<file path="src/rtl/prog_loader_pkg.sv">
// prog_loader_pkg: shared state encoding and default widths for the program loader.
// Rev 1.0
`default_nettype none

package prog_loader_pkg;

    localparam int ADDR_W_DEFAULT = 10;
    localparam int DATA_W_DEFAULT = 18;
    localparam int LEN_W          = 10;

    typedef enum logic [3:0] {
        ST_IDLE   = 4'd0,
        ST_LEN_HI = 4'd1,
        ST_LEN_LO = 4'd2,
        ST_B0     = 4'd3,
        ST_B1     = 4'd4,
        ST_B2     = 4'd5,
        ST_WRITE  = 4'd6,
        ST_CSUM   = 4'd7,
        ST_FIN    = 4'd8
    } state_e;

    // States in which a serial byte may be consumed.
    function automatic logic accepts_byte(input state_e s);
        return (s == ST_LEN_HI) || (s == ST_LEN_LO) || (s == ST_B0) ||
               (s == ST_B1) || (s == ST_B2) || (s == ST_CSUM);
    endfunction

endpackage

`default_nettype wire

</file>
<file path="src/rtl/prog_loader.sv">
// prog_loader: receives a length-prefixed, checksummed byte stream and writes 18-bit words to program memory.
// Rev 1.0
`default_nettype none

module prog_loader
    import prog_loader_pkg::*;
#(
    parameter int ADDR_W = ADDR_W_DEFAULT,
    parameter int DATA_W = DATA_W_DEFAULT
) (
    input  logic              CLK,
    input  logic              RST,
    input  logic              LOAD_START,
    input  logic [7:0]        BYTE_IN,
    input  logic              BYTE_VALID,
    output logic              BYTE_READY,
    output logic              MEM_WE,
    output logic [ADDR_W-1:0] MEM_ADDR,
    output logic [DATA_W-1:0] MEM_DATA,
    output logic              CPU_HOLD,
    output logic              BUSY,
    output logic              DONE,
    output logic              ERR
);

    state_e              state_q, state_d;
    logic [LEN_W-1:0]    len_q, len_d;
    logic [ADDR_W-1:0]   idx_q, idx_d;
    logic [7:0]          csum_q, csum_d;
    logic [1:0]          b0_q, b0_d;
    logic [7:0]          b1_q, b1_d;
    logic                err_q, err_d;
    logic                we_q, we_d;
    logic [ADDR_W-1:0]   addr_q, addr_d;
    logic [DATA_W-1:0]   data_q, data_d;
    logic                ready_q, busy_q, done_q;
    logic                byte_take;

    // ready_q always reflects state_q, so this is the handshake for the current state.
    assign byte_take = BYTE_VALID && ready_q;

    always_comb begin
        state_d = state_q;
        len_d   = len_q;
        idx_d   = idx_q;
        csum_d  = csum_q;
        b0_d    = b0_q;
        b1_d    = b1_q;
        err_d   = err_q;
        we_d    = 1'b0;
        addr_d  = addr_q;
        data_d  = data_q;
        case (state_q)
            ST_IDLE: begin
                if (LOAD_START) begin
                    state_d = ST_LEN_HI;
                    err_d   = 1'b0;
                    len_d   = '0;
                    idx_d   = '0;
                    csum_d  = '0;
                end
            end
            ST_LEN_HI: begin
                if (byte_take) begin
                    len_d   = {BYTE_IN[1:0], len_q[7:0]};
                    state_d = ST_LEN_LO;
                end
            end
            ST_LEN_LO: begin
                if (byte_take) begin
                    len_d   = {len_q[9:8], BYTE_IN};
                    state_d = ST_B0;
                end
            end
            ST_B0: begin
                if (byte_take) begin
                    b0_d    = BYTE_IN[1:0];
                    csum_d  = csum_q ^ BYTE_IN;
                    state_d = ST_B1;
                end
            end
            ST_B1: begin
                if (byte_take) begin
                    b1_d    = BYTE_IN;
                    csum_d  = csum_q ^ BYTE_IN;
                    state_d = ST_B2;
                end
            end
            ST_B2: begin
                if (byte_take) begin
                    csum_d  = csum_q ^ BYTE_IN;
                    we_d    = 1'b1;
                    addr_d  = idx_q;
                    data_d  = DATA_W'({b0_q, b1_q, BYTE_IN});
                    state_d = ST_WRITE;
                end
            end
            ST_WRITE: begin
                idx_d   = idx_q + 1'b1;
                state_d = (idx_q == ADDR_W'(len_q)) ? ST_CSUM : ST_B0;
            end
            ST_CSUM: begin
                if (byte_take) begin
                    err_d   = err_q | (BYTE_IN != csum_q);
                    state_d = ST_FIN;
                end
            end
            ST_FIN: begin
                state_d = ST_IDLE;
            end
            default: begin
                state_d = ST_IDLE;
            end
        endcase
    end

    always_ff @(posedge CLK) begin
        if (RST) begin
            state_q <= ST_IDLE;
            len_q   <= '0;
            idx_q   <= '0;
            csum_q  <= '0;
            b0_q    <= '0;
            b1_q    <= '0;
            err_q   <= 1'b0;
            we_q    <= 1'b0;
            addr_q  <= '0;
            data_q  <= '0;
            ready_q <= 1'b0;
            busy_q  <= 1'b0;
            done_q  <= 1'b0;
        end else begin
            state_q <= state_d;
            len_q   <= len_d;
            idx_q   <= idx_d;
            csum_q  <= csum_d;
            b0_q    <= b0_d;
            b1_q    <= b1_d;
            err_q   <= err_d;
            we_q    <= we_d;
            addr_q  <= addr_d;
            data_q  <= data_d;
            // Status outputs are decoded from the next state so they align with state_q.
            ready_q <= accepts_byte(state_d);
            busy_q  <= (state_d != ST_IDLE);
            done_q  <= (state_d == ST_FIN) && !err_d;
        end
    end

    assign BYTE_READY = ready_q;
    assign MEM_WE     = we_q;
    assign MEM_ADDR   = addr_q;
    assign MEM_DATA   = data_q;
    assign BUSY       = busy_q;
    assign CPU_HOLD   = busy_q;
    assign DONE       = done_q;
    assign ERR        = err_q;

endmodule

`default_nettype wire

</file>
<file path="config.mk">
export PLATFORM = sky130hd
export DESIGN_NAME = prog_loader
export DESIGN_NICKNAME = d
export VERILOG_FILES = /design/src/rtl/prog_loader_pkg.sv /design/src/rtl/prog_loader.sv
export SDC_FILE = /design/constraint.sdc
export NUM_CORES = 1
export LEC_CHECK = 0
export CORE_ASPECT_RATIO = 0.9
export CORE_MARGIN = 2
export CORE_UTILIZATION = 63
export DETAILED_ROUTE_END_ITERATION = 7
export DONT_BUFFER_PORTS = 1
export PLACE_DENSITY = 0.8
export SYNTH_ARGS = -nofsm -noshare
export SYNTH_HDL_FRONTEND = slang
export SYNTH_SLANG_ARGS = --single-unit
</file>
<file path="constraint.sdc">
create_clock -name CLK -period 2.49 [get_ports CLK]
set_clock_uncertainty 0.15 [all_clocks]
set_input_delay 0.3735 -clock CLK [delete_from_list [all_inputs] [get_ports CLK]]
set_output_delay 0.3735 -clock CLK [all_outputs]
set_load 0.01 [all_outputs]
</file>
==> metrics.cfg <==
[cts]
clk_pin_slew_ps = 80
cts_buffer_depth = 2
cts_buffers = 9
cts_tree = yes
cts_htree_levels = 3
cts-resized-gates = 0
clk_latency_ps = 350
hold_buffers = 6
clock-root-buffer = clkbuf_8
cts_setup_buffers = 0
cts_sinks = 75

[worst_setup_path]
worstPathArrival_ps = 2350
path_class = reg2reg
cp_cell_sequence = and4bb_1, nand2_1, or4_1, a21oi_1
ff2ff_path_depth = 4
crit_slowest_cell = dfxtp_1
critPathBufInv = 0
slowest_delay_ps = 700
critPathLaunchType = register
required_ps = 2620
cp_top_family = simple AND/OR/NAND/NOR gates
worstPathMaxFanout = 18
regToRegStartpoint = state_q[2]$_SDFF_PP0_
end_kind = register
r2r_slack_ps = 270
reg2reg_to = idx_q[9]$_SDFFE_PP0P_

[global_routing]
track_usage = 0.274
grt_pass1_vias = 2520
grt_remaining_overflow = 0
grt_pass1_wl_mm = 12.3
grt_start_max_net_pins = 75
antenna_found_initial = 0

[worst_hold_path]
min_to = MEM_DATA[1]$_SDFFE_PP0P_
min_from = BYTE_IN[1]
hold_depth = 2
hold_path.class = in2reg

[synth]
yosys_warnings = 0
netlist.top_cell.by_area = dfxtp_1
synthTopCellsByArea = dfxtp_1 (44%), nand2_1 (7.2%), a21oi_1 (6.9%)
yosysMostFrequentCell = dfxtp_1
synthTopCellsByCount = dfxtp_1 (75), nand2_1 (65), a21oi_1 (47)
syn_nets = 403
yosys.cell_types.count = 52
synthFlopType = dfxtp_1
syn_inst = 390
yosysSeqAreaShare = 0.443
yosys.area.top_type_share = 0.443
avgSynthCellArea_um2 = 8.70
synth_area_um2 = 3390
ys_seq_elements = 75
synth_edf_count = 0
async_reset_ff_frac = 0

[layout]
fin_cells = 461
layout-drive-gt1-share = 0.0914
finalNetCount = 402
nFillCells = 415
area_growth_pct = 8.59
diodes = 0
final_util = 0.705

[place]
hpwlAfterDp_mm = 4.96
globalplace.congestion = 0.878
dpl_worst_slack_ps = 347
io_buffers = 0
post-place-cells = 437

[sta]
setup_viol = 0
worst_pin_slew_ps = 921
hold_viol = 0
fin_crit_sh = 0.892
maxClockFrequency_ghz = 0.450
grt_setup_unrepaired = no
setup_ws_ps = 269
fin_setup_tns_ps = 0
maxSlewViolCount = 0
max-slew-margin-rel = 0.377
fin_crit_ps = 2220

[drt]
met3_length_um = 583
wl_per_cell_um = 16.2
wl_met1_mm = 3.25
drc = 0
viasPerCell = 5.93
routed-via-count = 2736
ant_nets = 0
routed_wl_mm = 7.46
dr_wl_met2_mm = 3.52
topRoutingLayerUsed = met4
dr.first_iter.drc_count = 263
drt_pass1_iterations = 5

[floorplanning]
std_cell_rows = 25
die_area_um2 = 5990
die_height_um = 73.6
die_w_um = 81.3
start_util = 0.649
ioPinCount = 46
core_region_area_um2 = 5220

[run]
max_cap_violations = 0

[power]
power_density_nw_per_um2 = 606
leakagePower_nw = 1.29
peakVddDrop_mv = 0.418

[run_status]
status = finished clean

## layout make-up
type	instances	area, um^2	area share
Clock inverter	4	32.5	0.00883
Clock buffer	12	155	0.0421
Tap cell	67	83.8	0.0228
Timing Repair Buffer	16	158	0.0428
Sequential cell	75	1500	0.408
Multi-Input combinational cell	282	1730	0.471
Inverter	5	18.8	0.00510
## per-layer routing
layer	vias up	track usage
met4	0	0.0979
met2	88	0.415
li1	1354	-
met5	-	0
met1	1284	0.348
met3	10	0.115
## where the power goes
| part | internal, mW | leakage (nW) | switching (mW) |
|---|---|---|---|
| clock network | 0.424 | 0.0896 | 0.456 |
| logic | 0.0558 | 0.593 | 0.0717 |
| registers | 1.21 | 0.605 | 0.0185 |
## how the worst max path moves through the flow
stage / start / endpoint / slack, ps / cells past startpoint
floorplan: state_q[0]$_SDFF_PP0_ / ERR$_SDFF_PP0_ / 720 / 5
global placement: state_q[2]$_SDFF_PP0_ / idx_q[9]$_SDFFE_PP0P_ / 410 / 4
detailed placement: state_q[2]$_SDFF_PP0_ / idx_q[9]$_SDFFE_PP0P_ / 350 / 4
CTS: state_q[2]$_SDFF_PP0_ / idx_q[9]$_SDFFE_PP0P_ / 310 / 4
global route: state_q[2]$_SDFF_PP0_ / idx_q[9]$_SDFFE_PP0P_ / 140 / 4
finish: state_q[2]$_SDFF_PP0_ / idx_q[9]$_SDFFE_PP0P_ / 270 / 4
## through the flow
step                      power, mW  area (um^2)  hold WS (ps)
after floorplan                1.35         3390           281
after global placement         1.34         3400           286
after detailed placement       1.35         3400           291
after CTS                      2.24         3660          1.20
after global routing           2.31         3680          13.8
final                          2.23         3680          11.9
## layout by cell type, fill, tap and decap left out, types with 3 or more instances in the layout
master and n:
a22oi_1 3, dlygate4sd3_1 7, a21oi_1 47, nand2_1 65
nand2b_1 3, nand3_1 5, nor3_1 7, and2_1 11
xor2_1 15, inv_1 5, nand3b_1 6, and3_1 4
buf_4 8, nor4_1 4, xnor2_1 3, o21ai_0 11
nand4_1 6, nor2b_1 9, clkbuf_8 11, a211oi_1 4
dfxtp_1 75, o31ai_1 4, mux2i_1 18, nor2_1 25
## registers in the layout (all words and copies together), names as in the netlist, 2 cells and up
name,flops
csum_q,8
b1_q,8
idx_q,10
b0_q,2
len_q,10
MEM_DATA,18
MEM_ADDR,10
state_q,4
## kinds of logic (layout without fill, tap and decap cells)
family                     after synthesis  count (layout)  synth area share
AOI/OAI and AO/OA                       83              83             0.152
and+or+nand+nor                        160             160             0.250
muxes                                   20              20            0.0598
buffers and inverters                   33              37            0.0461
DFF                                     75              75             0.443
adders and majority gates                1               1           0.00369
xor gates and xnor gates                18              18            0.0465
(Power assumes the default switching activity.)
